$ cat src/rtl/seg_pkg.sv
// Shared constants for the multiplexed 7-segment scanner.
//   Glyph0..GlyphF : active-high {a,b,c,d,e,f,g} patterns for hex digits 0-F
//   SegOff         : active-high 8-bit pattern with every segment and dp dark
//   seg_polarity() : maps an active-high segment byte onto the pin polarity
package seg_pkg;

  localparam logic [6:0] Glyph0 = 7'b1111110;
  localparam logic [6:0] Glyph1 = 7'b0110000;
  localparam logic [6:0] Glyph2 = 7'b1101101;
  localparam logic [6:0] Glyph3 = 7'b1111001;
  localparam logic [6:0] Glyph4 = 7'b0110011;
  localparam logic [6:0] Glyph5 = 7'b1011011;
  localparam logic [6:0] Glyph6 = 7'b1011111;
  localparam logic [6:0] Glyph7 = 7'b1110000;
  localparam logic [6:0] Glyph8 = 7'b1111111;
  localparam logic [6:0] Glyph9 = 7'b1111011;
  localparam logic [6:0] GlyphA = 7'b1110111;
  localparam logic [6:0] GlyphB = 7'b0011111;
  localparam logic [6:0] GlyphC = 7'b1001110;
  localparam logic [6:0] GlyphD = 7'b0111101;
  localparam logic [6:0] GlyphE = 7'b1001111;
  localparam logic [6:0] GlyphF = 7'b1000111;

  localparam logic [7:0] SegOff = 8'h00;

  function automatic logic [7:0] seg_polarity(input logic [7:0] seg, input bit act_low);
    return act_low ? ~seg : seg;
  endfunction

endpackage

$ cat src/rtl/seg_hex_decode.sv
// Combinational hex-to-7-segment decoder.
//   nib_i   : hex nibble 0-F
//   dp_i    : decimal point request
//   glyph_o : active-high {a,b,c,d,e,f,g,dp}; bit7 = a, bit0 = dp
module seg_hex_decode
  import seg_pkg::*;
(
  input  logic [3:0] nib_i,
  input  logic       dp_i,
  output logic [7:0] glyph_o
);

  logic [6:0] seg7;

  always_comb begin
    seg7 = Glyph0;
    unique case (nib_i)
      4'h0: seg7 = Glyph0;
      4'h1: seg7 = Glyph1;
      4'h2: seg7 = Glyph2;
      4'h3: seg7 = Glyph3;
      4'h4: seg7 = Glyph4;
      4'h5: seg7 = Glyph5;
      4'h6: seg7 = Glyph6;
      4'h7: seg7 = Glyph7;
      4'h8: seg7 = Glyph8;
      4'h9: seg7 = Glyph9;
      4'hA: seg7 = GlyphA;
      4'hB: seg7 = GlyphB;
      4'hC: seg7 = GlyphC;
      4'hD: seg7 = GlyphD;
      4'hE: seg7 = GlyphE;
      4'hF: seg7 = GlyphF;
    endcase
    glyph_o = {seg7, dp_i};
  end

endmodule

$ cat src/rtl/seg_scan_driver.sv
// Multiplexed 7-segment scanner: latches per-digit nibbles and decimal points, then
// time-multiplexes them onto one segment bus with hex decode, leading-zero blanking,
// PWM brightness and configurable pin polarity.
// Optional feature: define SEG_BLINK_EN to add the blink port and BLINK_SLOTS parameter.
//   clk, rst_n  : clock, asynchronous active-low reset
//   din/din_vld : nibble i at din[4*i+3:4*i], loaded with dp_in[i] when din_vld[i] is set
//   lz_en       : blank leading zero digits (digit 0 always shown)
//   brightness  : PWM duty, 0 = dark, all-ones = full on
//   blink       : (SEG_BLINK_EN) per-digit blink request
//   segment     : {a..g,dp} pins; segsel: digit enables; frame_tick: end-of-frame pulse
module seg_scan_driver
  import seg_pkg::*;
#(
  parameter int unsigned SEG_NUM     = 4,
  parameter int unsigned SCAN_CYC    = 50_000,
  parameter int unsigned BRT_W       = 3,
  parameter bit          SEG_ACT_LOW = 1'b1,
  parameter bit          SEL_ACT_LOW = 1'b1
`ifdef SEG_BLINK_EN
  ,
  parameter int unsigned BLINK_SLOTS = 256
`endif
) (
  input  logic                 clk,
  input  logic                 rst_n,
  input  logic [4*SEG_NUM-1:0] din,
  input  logic [SEG_NUM-1:0]   din_vld,
  input  logic [SEG_NUM-1:0]   dp_in,
  input  logic                 lz_en,
  input  logic [BRT_W-1:0]     brightness,
`ifdef SEG_BLINK_EN
  input  logic [SEG_NUM-1:0]   blink,
`endif
  output logic [7:0]           segment,
  output logic [SEG_NUM-1:0]   segsel,
  output logic                 frame_tick
);

  localparam int unsigned SubCyc = SCAN_CYC >> BRT_W;
  localparam int unsigned SubW   = (SubCyc > 1) ? $clog2(SubCyc) : 1;
  localparam int unsigned SelW   = (SEG_NUM > 1) ? $clog2(SEG_NUM) : 1;
  localparam logic [BRT_W-1:0]   BrtFull = '1;
  localparam logic [7:0]         SegIdle = seg_polarity(SegOff, SEG_ACT_LOW);
  localparam logic [SEG_NUM-1:0] SelIdle = SEL_ACT_LOW ? '1 : '0;

  logic [4*SEG_NUM-1:0] nib_q, nib_d;
  logic [SEG_NUM-1:0]   dp_q, dp_d;
  logic [SubW-1:0]      sub_cnt_q, sub_cnt_d;
  logic [BRT_W-1:0]     pwm_idx_q, pwm_idx_d;
  logic [SelW-1:0]      sel_cnt_q, sel_cnt_d;
  logic [3:0]           snap_nib_q, snap_nib_d;
  logic                 snap_dp_q, snap_dp_d;
  logic                 snap_blank_q, snap_blank_d;
  logic [BRT_W-1:0]     snap_brt_q, snap_brt_d;
  logic [7:0]           segment_q, segment_d;
  logic [SEG_NUM-1:0]   segsel_q, segsel_d;
  logic                 frame_tick_q, frame_tick_d;

  logic sub_last, slot_wrap, slot_start, sel_last, frame_wrap;
  logic zero_above, blink_off, lit;
  logic [SEG_NUM-1:0] lz_blank, sel_oh;
  logic [7:0] glyph;

  // The slot counter is split into sub-period and PWM index so no divider is needed.
  always_comb begin
    sub_last   = (sub_cnt_q == SubW'(SubCyc - 1));
    slot_wrap  = sub_last && (pwm_idx_q == BrtFull);
    slot_start = (sub_cnt_q == '0) && (pwm_idx_q == '0);
    sel_last   = (sel_cnt_q == SelW'(SEG_NUM - 1));
    frame_wrap = slot_wrap && sel_last;
    sub_cnt_d  = sub_last ? '0 : sub_cnt_q + 1'b1;
    pwm_idx_d  = sub_last ? pwm_idx_q + 1'b1 : pwm_idx_q;
    sel_cnt_d  = sel_cnt_q;
    if (slot_wrap) sel_cnt_d = sel_last ? '0 : sel_cnt_q + 1'b1;
  end

  always_comb begin
    nib_d = nib_q;
    dp_d  = dp_q;
    for (int i = 0; i < SEG_NUM; i++) begin
      if (din_vld[i]) begin
        nib_d[4*i +: 4] = din[4*i +: 4];
        dp_d[i]         = dp_in[i];
      end
    end
  end

  // Digit i is a leading zero when it and every digit above it hold zero.
  always_comb begin
    zero_above = 1'b1;
    lz_blank   = '0;
    for (int i = SEG_NUM - 1; i >= 0; i--) begin
      zero_above  = zero_above && (nib_q[4*i +: 4] == 4'h0);
      lz_blank[i] = lz_en && zero_above && (i != 0);
    end
  end

`ifdef SEG_BLINK_EN
  localparam int unsigned BcW = (BLINK_SLOTS > 1) ? $clog2(BLINK_SLOTS) : 1;
  logic [BcW-1:0] blink_cnt_q, blink_cnt_d;
  logic           blink_on_q, blink_on_d;

  always_comb begin
    blink_cnt_d = blink_cnt_q;
    blink_on_d  = blink_on_q;
    if (frame_wrap) begin
      if (blink_cnt_q == BcW'(BLINK_SLOTS - 1)) begin
        blink_cnt_d = '0;
        blink_on_d  = ~blink_on_q;
      end else begin
        blink_cnt_d = blink_cnt_q + 1'b1;
      end
    end
    blink_off = blink[sel_cnt_q] && !blink_on_q;
  end

  always_ff @(posedge clk or negedge rst_n) begin
    if (!rst_n) begin
      blink_cnt_q <= '0;
      blink_on_q  <= 1'b1;
    end else begin
      blink_cnt_q <= blink_cnt_d;
      blink_on_q  <= blink_on_d;
    end
  end
`else
  assign blink_off = 1'b0;
`endif

  // Snapshot at slot start and use the fresh values on that same edge, so the digit's
  // data, segments and select all switch together.
  always_comb begin
    snap_nib_d   = snap_nib_q;
    snap_dp_d    = snap_dp_q;
    snap_blank_d = snap_blank_q;
    snap_brt_d   = snap_brt_q;
    if (slot_start) begin
      snap_nib_d   = nib_q[4*int'(sel_cnt_q) +: 4];
      snap_dp_d    = dp_q[sel_cnt_q];
      snap_blank_d = lz_blank[sel_cnt_q] || blink_off;
      snap_brt_d   = brightness;
    end
  end

  seg_hex_decode u_dec (
    .nib_i   (snap_nib_d),
    .dp_i    (snap_dp_d),
    .glyph_o (glyph)
  );

  always_comb begin
    lit    = !snap_blank_d && ((snap_brt_d == BrtFull) || (pwm_idx_q < snap_brt_d));
    sel_oh = '0;
    if (lit) sel_oh[sel_cnt_q] = 1'b1;
    segment_d    = seg_polarity(lit ? glyph : SegOff, SEG_ACT_LOW);
    segsel_d     = SEL_ACT_LOW ? ~sel_oh : sel_oh;
    frame_tick_d = frame_wrap;
  end

  always_ff @(posedge clk or negedge rst_n) begin
    if (!rst_n) begin
      nib_q        <= '0;
      dp_q         <= '0;
      sub_cnt_q    <= '0;
      pwm_idx_q    <= '0;
      sel_cnt_q    <= '0;
      snap_nib_q   <= '0;
      snap_dp_q    <= 1'b0;
      snap_blank_q <= 1'b0;
      snap_brt_q   <= '0;
      segment_q    <= SegIdle;
      segsel_q     <= SelIdle;
      frame_tick_q <= 1'b0;
    end else begin
      nib_q        <= nib_d;
      dp_q         <= dp_d;
      sub_cnt_q    <= sub_cnt_d;
      pwm_idx_q    <= pwm_idx_d;
      sel_cnt_q    <= sel_cnt_d;
      snap_nib_q   <= snap_nib_d;
      snap_dp_q    <= snap_dp_d;
      snap_blank_q <= snap_blank_d;
      snap_brt_q   <= snap_brt_d;
      segment_q    <= segment_d;
      segsel_q     <= segsel_d;
      frame_tick_q <= frame_tick_d;
    end
  end

  assign segment    = segment_q;
  assign segsel     = segsel_q;
  assign frame_tick = frame_tick_q;

endmodule
$ cat config.mk
export PLATFORM = sky130hd
export DESIGN_NAME = seg_scan_driver
export DESIGN_NICKNAME = d
export VERILOG_FILES = /design/src/rtl/seg_pkg.sv /design/src/rtl/seg_hex_decode.sv /design/src/rtl/seg_scan_driver.sv
export SDC_FILE = /design/constraint.sdc
export NUM_CORES = 1
export LEC_CHECK = 0
export ABC_AREA = 1
export BUFFER_PORTS_ARGS = -buffer_cell sky130_fd_sc_hd__buf_2
export CORE_MARGIN = 8
export CORE_UTILIZATION = 45
export CTS_BUF_LIST = sky130_fd_sc_hd__clkbuf_16
export CTS_CLUSTER_DIAMETER = 30
export DETAILED_ROUTE_END_ITERATION = 7
export SYNTH_ARGS = -nofsm -noshare
export SYNTH_HDL_FRONTEND = slang
export SYNTH_SLANG_ARGS = --single-unit
$ cat constraint.sdc
create_clock -name clk -period 4.26 [get_ports clk]
set_input_delay 0.852 -clock clk [delete_from_list [all_inputs] [get_ports clk]]
set_output_delay 0.852 -clock clk [all_outputs]
set_load 0.03 [all_outputs]
== Word-level counts from Yosys, hierarchy flattened ==
Memory sizes are Yosys's and may differ from the RTL's.
Index checks and enable logic that the tools add are counted.
Cells by class
  reduce and logical (&&, ||, !) cells: 17
  order comparisons: 3
  add/sub/neg operators: 3
  equality and inequality tests: 4
  bitwise gates (word level): 2
  shift operators: 1
  muxes and demuxes: 14
Operators with widths (number)
  indexed part select 16 x 5 -> 4 bit: 1
  adder 13 x 1 -> 13 bit (second input constant): 1
  == test 13 bit (second input constant): 1
  logical NOT 13 bit: 1
  two-way mux 13 bit: 1
  logical NOT 4 bit: 3
  logical AND 1 bit: 10
  two-way mux 4 bit: 2
  two-way mux 8 bit: 1
  NOT 8 bit: 1
  == test 3 bit (second input constant): 2
  two-way mux 1 bit: 5
  binary-select mux 1 bit (select 2 bit): 2
  NOT 4 bit: 1
  adder 3 x 1 -> 3 bit (second input constant): 1
  logical NOT 3 bit: 1
  < comparator 2 x 3 -> 1 bit (second input constant): 1
  < comparator 3 bit: 1
  two-way mux 3 bit: 1
  adder 2 x 1 -> 2 bit (second input constant): 1
  demux 1 bit (select 2 bit): 1
  == test 2 bit (second input constant): 1
  greater-or-equal comparator 2 x 1 -> 1 bit (second input constant): 1
  two-way mux 2 bit: 1
  other kinds (2): 2
Word-level totals
  memories: 1
  register bits after elaboration: 60
  logic and storage cells: 63
  output and inout port bits: 13
  ROM bits: 112
Memory list
  (name not given): words 16, width 7, read ports 1, clocked after memory_dff 0, write ports 0, line seg_hex_decode.sv:17  | unique case (nib_i)

== Logic depth before layout (Yosys ltp) ==
Gate-level depths: netlist of run 1.
  depth after elaboration: 11
  mapped depth: 18

== By module ==
Synthesis of run 1 repeated with hierarchy kept, for this count alone.
Unflattened totals
  cells, all modules: 346
  area total of the unflattened synthesis: 3145.5 µm²
Modules (own cells, without submodules)
  seg_scan_driver: area an instance 2867.8 µm², cells each 293, instances 1
  seg_hex_decode: area an instance 277.8 µm², cells each 53, instances 1

== Worst setup path before layout of run 1 ==
No wires, ideal clock.
  path kind: register -> register
  from: register sub_cnt_q[0]
  to: register segment_q[2] (netlist: segment[2])
  stages on the path, launching flop included: 16
  path buffers: 0
  library setup time: 0.081 ns
  data arrival time: 2.143 ns
  slack: 2.036 ns
  cells stage by stage: dfrtp_1 -> inv_1 -> ha_1 -> inv_1 -> nor2_1 -> nand2_1 -> nor2_4 -> nand2_4 -> o21ai_1 -> inv_1 -> ha_1 -> nand3b_1 -> nand3_1 -> nand2_1 -> inv_1 -> nand3_2
RTL lines
  start, declared: line seg_scan_driver.sv:48  | logic [SubW-1:0] sub_cnt_q, sub_cnt_d;
  start signal, assigned: line seg_scan_driver.sv:177  | sub_cnt_q <= sub_cnt_d;
  logical NOT 13 bit: line seg_scan_driver.sv:68  | slot_start = (sub_cnt_q == '0) && (pwm_idx_q == '0);
  logical AND 1 bit: line seg_scan_driver.sv:68
  two-way mux 4 bit: line seg_scan_driver.sv:137  | if (slot_start) begin
  via snap_nib_d[1]: line seg_scan_driver.sv:51  | logic [3:0] snap_nib_q, snap_nib_d;
  memory read (16 x 7 bit)
  two-way mux 8 bit: line seg_scan_driver.sv:155  | segment_d = seg_polarity(lit ? glyph : SegOff, SEG_ACT_LOW);
  NOT 8 bit: line seg_pkg.sv:27  | return act_low ? ~seg : seg;
  via segment_d[2]: line seg_scan_driver.sv:55  | logic [7:0] segment_q, segment_d;
  end signal, assigned: line seg_scan_driver.sv:171  | segment_q <= SegIdle;
  end signal, assigned: line seg_scan_driver.sv:184  | segment_q <= segment_d;
  end, declared: line seg_scan_driver.sv:55
The timed path passes the listed nets, and every way through them passes these cells.
A chain may end at the register's enable or synchronous reset.

== Final worst setup path of run 1 ==
  from: register sub_cnt_q[0]
  to: register segment_q[4] (netlist: segment[4])
The elaborated chain is that of the path after synthesis.

==> impl_results.md, run 1 <==
- Final setup TNS: 0 ns
- Relative slew margins: 0.391
- Total global routing overflow: 0
- Register area share after synthesis: 0.468
- Total die area: 10200 µm²
- Fin. Hold Viols: 0
- Resize count post-CTS: 0
- Synth-to-layout area growth: 18.9%
- Hold Crit Class: reg2reg
- H-tree lvl count: 3
- Drt wl/cell: 12.3 µm
- CP arrival: 2.76 ns
- Hold Path Origin: snap_blank_q$_DFF_PN0_
- Reg-to-Reg End: segment[4]$_DFF_PN1_
- Hold Path End: snap_blank_q$_DFF_PN0_
- Worst setup EP type: register
- Status: completed
- Post-route ant nets: 0
- Postcts setup bufs: 0
- Final core utilization: 0.543
- Hold path cells: 2
- Clock Sinks: 60
- Worst Reg-to-Reg Cells: 15
- All-Layer GR Usage: 0.147
- Nets@finish: 497
- Mean area per synthesized cell: 8.05 µm²
- Drt via density: 4.67
- Row Count: 31
- GP Congestion: 0.862
- Clock Latency Late Sink: 0.32 ns
- R2R setup slack: 1.74 ns
- Core ar.: 7100 µm²
- Largest net degree at the start of global routing: 42
- Pleak: 2.09 nW
- Most frequent cells in the layout: nand2_1, inv_1, dfrtp_1
- Maximum clock frequency: 0.397 GHz
- # IOs: 43
- First-pass GRT wire length: 11700 µm
- Synth warn: 0
- Initial DRC Count: 70
- Area of the multi-input gates: 1410 µm²
- Setup CP Type: reg2reg
- Peak supply drop: 0.229 mV
- Clk root buf: clkbuf_16
- Fin Clk Skew: 0.00616 ns
- Vias: 2587
- Yosys cell types: 33
- Antenna violations before repair: 0
- Seq. cell area: 1520 µm²
- Pwr dens: 390 nW/µm²
- Number of remaining DRC errors: 0
- CTS tree: done
- Net Count, Synth: 450
- RSZ-0062 raised after global routing: false
- Crit Reg-Reg Startpoint: sub_cnt_q[0]$_DFF_PN0_
- Die X: 101 µm
- Slew @ Worst Pin: 0.914 ns
- Final setup fails: 0
- Minimum clock period: 2.52 ns
- Filler cells: 688
- Req. time, crit path: 4.50 ns
- DR pass1 iterations: 4
- CTS buffer count: 9
- Layout cells sized above 1: 0.215
- CTS max path bufs: 2
- Clk slew on worst S/H paths: 0.05 ns
- Die H: 101 µm
- Maxcap violations: 0
- Buffers on Ports: 42
- Initial Utilization: 0.457
- Most common cell after layout, fill and taps aside: nand2_1
- Hold Buf Count CTS: 0
- Period utilization: 0.591
- Crit path max fanout: 9
- CP startpoint kind: register
- Mapped Cells: 403
- Register bit total from synthesis: 60
- Drt total wl: 6840 µm
- Antenna diodes: 0
- Synthesized area: 3240 µm²
- Dpl hpwl: 5150 µm
- Max-slew violation count: 0
- Vias in the first global route: 2562
[critical path, stage by stage, from the launching register on]
cell and delay [ns]:
dfrtp_1 0.40, inv_1 0.10, ha_1 0.19, inv_1 0.05, nor2_1 0.10, nand2_1 0.10
nor2_4 0.13, nand2_4 0.11, o21ai_1 0.38, inv_1 0.17, ha_1 0.23, nand3b_1 0.20
nand3_1 0.11, nand2_1 0.06, inv_1 0.05, nand3_1 0.07
[metal layers]
layer  global-route usage  wire [µm]  vias to the layer above
met5                    0          0                        -
met4               0.0790        131                        0
met3               0.0345        307                       12
met2                0.244       3290                       43
met1                0.171       3110                     1173
li1                     -          -                     1359
[flip-flops by register name, summed over array words and instances (netlist names), named ones only]
register and cells:
snap_nib_q 4, sub_cnt_q 13, pwm_idx_q 3, nib_q 16, frame_tick 1, snap_brt_q 2
snap_blank_q 1, dp_q 4, segsel 4, snap_dp_q 1, sel_cnt_q 2, segment 8
[logic make-up after synthesis]
group | Yosys count | share of synthesized area
AOI/OAI and AO/OA | 42 | 0.0725
and+or+nand+nor | 197 | 0.277
xor gates and xnor gates | 2 | 0.00540
muxes | 4 | 0.0139
adders and majority gates | 17 | 0.0656
DFF | 60 | 0.468
buffers and inverters | 81 | 0.0980
[through the flow]
| stage | instances | total power, mW | cell area (µm²) | setup WS, ns | hold WS (ns) |
|---|---|---|---|---|---|
| 2_1_floorplan | 403 | 0.716 | 3240 | 2.04 | 0.468 |
| 5_1_grt | 554 | 1.56 | 3850 | 1.47 | 0.536 |
| 3_5_place_dp | 538 | 0.767 | 3550 | 1.78 | 0.491 |
| 3_3_place_gp | 538 | 0.765 | 3550 | 1.87 | 0.489 |
| 4_1_cts | 554 | 1.53 | 3850 | 1.72 | 0.504 |
| 6_report | 554 | 1.50 | 3850 | 1.74 | 0.500 |
[cell type report]
| cell class | instances | area share |
|---|---|---|
| Clock buffer | 9 | 0.0584 |
| Clock inverter | 7 | 0.0211 |
| Inverter | 73 | 0.0711 |
| Multi-Input combinational cell | 262 | 0.365 |
| Sequential cell | 60 | 0.393 |
| Tap cell | 99 | 0.0321 |
| Timing Repair Buffer | 44 | 0.0584 |
[cell usage after synthesis]
library cell,instances,area share
nand3_1,37,0.057
o31ai_1,1,0.0023
nand3_2,4,0.012
a31oi_1,3,0.0058
buf_6,1,0.0035
nor2_1,28,0.032
nand2_1,97,0.11
or2_2,2,0.0039
nor4_1,1,0.0019
inv_1,68,0.079
o21ai_1,1,0.0015
nor3_1,10,0.015
nand2_2,5,0.0096
mux2_2,4,0.014
o21ai_0,26,0.040
o211ai_1,2,0.0046
nand4_1,3,0.0058
xnor2_1,1,0.0027
buf_4,1,0.0023
o21ai_4,1,0.0050
dfrtp_1,48,0.37
nor2_2,4,0.0077
inv_2,5,0.0058
clkbuf_1,4,0.0046
ha_1,17,0.066
nor2_4,2,0.0069
xor2_1,1,0.0027
nand3b_1,2,0.0046
dfstp_2,12,0.097
buf_2,2,0.0031
nand2_4,2,0.0069
a21oi_1,7,0.011
o21a_1,1,0.0023
[power breakdown]
group          total, mW  switching, mW  internal, mW
clock network      0.749          0.246         0.503
registers          0.617        0.00953         0.607
logic              0.139         0.0915        0.0474
total               1.50          0.347          1.16
[worst max path at each step]
stage                              from                   end  slack (ns)
2_1_floorplan    sub_cnt_q[0]$_DFF_PN0_  segment[2]$_DFF_PN1_        2.04
3_3_place_gp     sub_cnt_q[0]$_DFF_PN0_  segment[2]$_DFF_PN1_        1.87
3_5_place_dp   pwm_idx_q[1]$_DFFE_PN0N_  segment[1]$_DFF_PN1_        1.78
4_1_cts          sub_cnt_q[0]$_DFF_PN0_  segment[1]$_DFF_PN1_        1.72
5_1_grt          sub_cnt_q[0]$_DFF_PN0_  segment[1]$_DFF_PN1_        1.47
6_report         sub_cnt_q[0]$_DFF_PN0_  segment[4]$_DFF_PN1_        1.74
(Power assumes the default switching activity.)
==> run 2, diff against run 1 <==
--- a/config.mk
+++ b/config.mk
@@ -12,6 +12,7 @@
 export CTS_BUF_LIST = sky130_fd_sc_hd__clkbuf_16
 export CTS_CLUSTER_DIAMETER = 30
 export DETAILED_ROUTE_END_ITERATION = 7
+export PLACE_DENSITY = 0.67
 export SYNTH_ARGS = -nofsm -noshare
 export SYNTH_HDL_FRONTEND = slang
 export SYNTH_SLANG_ARGS = --single-unit
==> constraint.sdc (replaced) <==
create_clock -name clk -period 2.3 [get_ports clk]
set_input_delay 0.46 -clock clk [delete_from_list [all_inputs] [get_ports clk]]
set_output_delay 0.46 -clock clk [all_outputs]
set_load 0.03 [all_outputs]
==> run 2 against run 1 <==
Routed wire length increased by 2.4%; setup slack got worse by 1.7 ns; utilization increased by 2.5 points; register-to-register slack got worse by 1.7 ns; critical path depth increased by 2; die area unchanged; sequential share of layout area decreased by 1.8 points; clock skew about the same; non-clock buffer count increased by 15; sequential power increased by 85%; clock power increased by 50%; global-route usage decreased by 0.26 points; largest power group is now registers.
==> impl_results.md, run 2 (same netlist as run 1, synthesis figures left out) <==
- RSZ-0062 raised after global routing: true
- Initial DRC Count: 127 (+81%)
- Worst setup EP type: register
- Pleak: 2.17 nW (+3.6%)
- DR pass1 iterations: 4 (unchanged)
- Initial Utilization: 0.457 (unchanged)
- Fin area: 4040 µm² (+4.7%)
- CP startpoint kind: register
- CP startpoint: pwm_idx_q[1]$_DFFE_PN0N_
- Seq. cell area: 1520 µm² (unchanged)
- Setup CP Type: reg2reg
- Die H: 101 µm (unchanged)
- Slew @ Worst Pin: 0.658 ns (-0.256 ns)
- CTS buffer count: 9 (unchanged)
- Hold Buf Count CTS: 0 (unchanged)
- # IOs: 43 (unchanged)
- Max FFs per register: 16 (unchanged)
- R2R setup slack: 0.07 ns (-1.67 ns)
- CTS max path bufs: 2 (unchanged)
- Dpl hpwl: 5050 µm (-1.9%)
- Placed cells: 543 (+0.93%)
- Dpl cell area: 3600 µm² (+1.4%)
- CTS tree: done
- Antenna diodes: 0 (unchanged)
- Area of the multi-input gates: 1520 µm² (+7.8%)
- Period utilization: 0.970 (+0.379)
- Final setup fails: 0 (unchanged)
- Post-Layout Cell Count: 570 (+2.9%)
- Status: completed
- Top reg by flops: nib_q
- Maxcap violations: 0 (unchanged)
- Max-slew violation count: 0 (unchanged)
- Largest net degree at the start of global routing: 33 (-21%)
- First-pass GRT wire length: 11500 µm (-1.2%)
- Synth-to-layout area growth: 24.4%
- Hold Crit Class: in2async
- Vias in the first global route: 2580 (+0.70%)
- Fin. Hold Viols: 0 (unchanged)
- H-tree lvl count: 3 (unchanged)
- Drt via density: 4.81 (+3.0%)
- Total die area: 10200 µm² (unchanged)
- Buffers on Ports: 42 (unchanged)
- Pwr dens: 629 nW/µm² (+61%)
- Clock Latency Late Sink: 0.32 ns (about the same)
- Vias: 2742 (+6.0%)
- Crit path max fanout: 6 (-3)
- Maximum clock frequency: 0.448 GHz (+13%)
- Number of remaining DRC errors: 0 (unchanged)
- Clock Sinks: 60 (unchanged)
- Peak supply drop: 0.323 mV (+41%)
- Most common cell after layout, fill and taps aside: nand2_1
- Fin Clk Skew: 0.00630 ns (+0.000141 ns)
- Post-route ant nets: 0 (unchanged)
- Req. time, crit path: 2.53 ns (-1.97 ns)
- Crit Reg-Reg Startpoint: pwm_idx_q[1]$_DFFE_PN0N_
- Total power: 2.54 mW (+69%)
- Drt wl/cell: 12.3 µm (-0.43%)
- GP Congestion: 0.850 (-1.5%)
- Filler cells: 623 (-9.4%)
- Antenna violations before repair: 0 (unchanged)
- Relative slew margins: 0.562 (+0.171)
- Total global routing overflow: 0 (unchanged)
- Clk root buf: clkbuf_16
- Nets@finish: 513 (+3.2%)
- Clk slew on worst S/H paths: 0.05 ns (about the same)
- All-Layer GR Usage: 0.144 (-0.00263)
- Drt total wl: 7010 µm (+2.4%)
- Minimum clock period: 2.23 ns (-0.288 ns)
- Core ar.: 7100 µm² (unchanged)
- CP arrival: 2.46 ns (-0.30 ns)
- Die X: 101 µm (unchanged)
- Layout cells sized above 1: 0.280 (+0.0649)
- Row Count: 31 (unchanged)
- Most frequent cells in the layout: nand2_1, inv_1, dfrtp_1
[run 2: changes by cell type in the layout (fill, tap and decap cells not counted), moves of 4 or more]
cell     change
buf_4       +14
inv_1        -4
inv_2        +6
nand2_1      -5
nand2_2      +4
nand3_1      -5
nand3_2      +5
[run 2: worst paths after layout]
| path | end | depth (start not counted) |
|---|---|---|
| min in group clk | nib_q[12]$_DFFE_PN0P_ | 3 |
| worst max register to register | segment[0]$_DFF_PN1_ | 17 |
| worst min register to register | dp_q[3]$_DFFE_PN0P_ | 1 |
| max in group asynchronous | sel_cnt_q[1]$_DFFE_PN0P_ | 2 |
| worst min-delay path | nib_q[4]$_DFFE_PN0P_ | 1 |
| worst max-delay path | segment[0]$_DFF_PN1_ | 17 |
[run 2: timing repair]
action | in CTS | in global routing
gates resized for setup | 0 | 28
buffers inserted | 0 | 10
setup endpoints to repair | 0 | 12
[run 2: cell type report]
type,count,area share
Multi-Input combinational cell,263,0.376
Sequential cell,60,0.376
Timing Repair Buffer,59,0.0868
Inverter,73,0.0679
Clock buffer,9,0.0558
Tap cell,99,0.0307
Clock inverter,7,0.00651
[run 2: report_power, final]
part,total [mW],switching [mW],leakage (nW),internal (mW)
combinational,0.275,0.177,1.31,0.0977
sequential,1.14,0.0175,0.726,1.13
clock,1.12,0.421,0.129,0.698
total,2.54,0.616,2.17,1.92
[run 2: metrics by stage]
stage               worst slack (ns)   util  hold WS, ns  setup TNS (ns)
floorplan                     0.0758      -        0.164               0
global placement              0.0904  0.507        0.489               0
detailed placement            0.0487  0.507        0.505               0
CTS                           0.0384  0.542        0.187               0
global route                 -0.0986  0.568        0.215          -0.518
finish                        0.0686  0.568        0.163               0
[run 2: worst max-delay path, cell delays in order (launching register included)]
cell and delay, ns:
dfrtp_1 0.41, inv_2 0.10, ha_4 0.14, inv_2 0.04
nor2_4 0.12, nand2_2 0.07, nor2_4 0.12, nand2_2 0.07
nand2_1 0.08, o21a_1 0.16, inv_1 0.05, ha_1 0.28
nand2_1 0.06, inv_1 0.03, nand2_1 0.06, nand2_2 0.10
nand2_4 0.15, nand3_2 0.10
[run 2: per-layer routing]
metal | routed length [µm] | GRT usage
met5 | 0 | 0
met4 | 151 | 0.0756
met3 | 351 | 0.0407
met2 | 3460 | 0.240
met1 | 3040 | 0.164
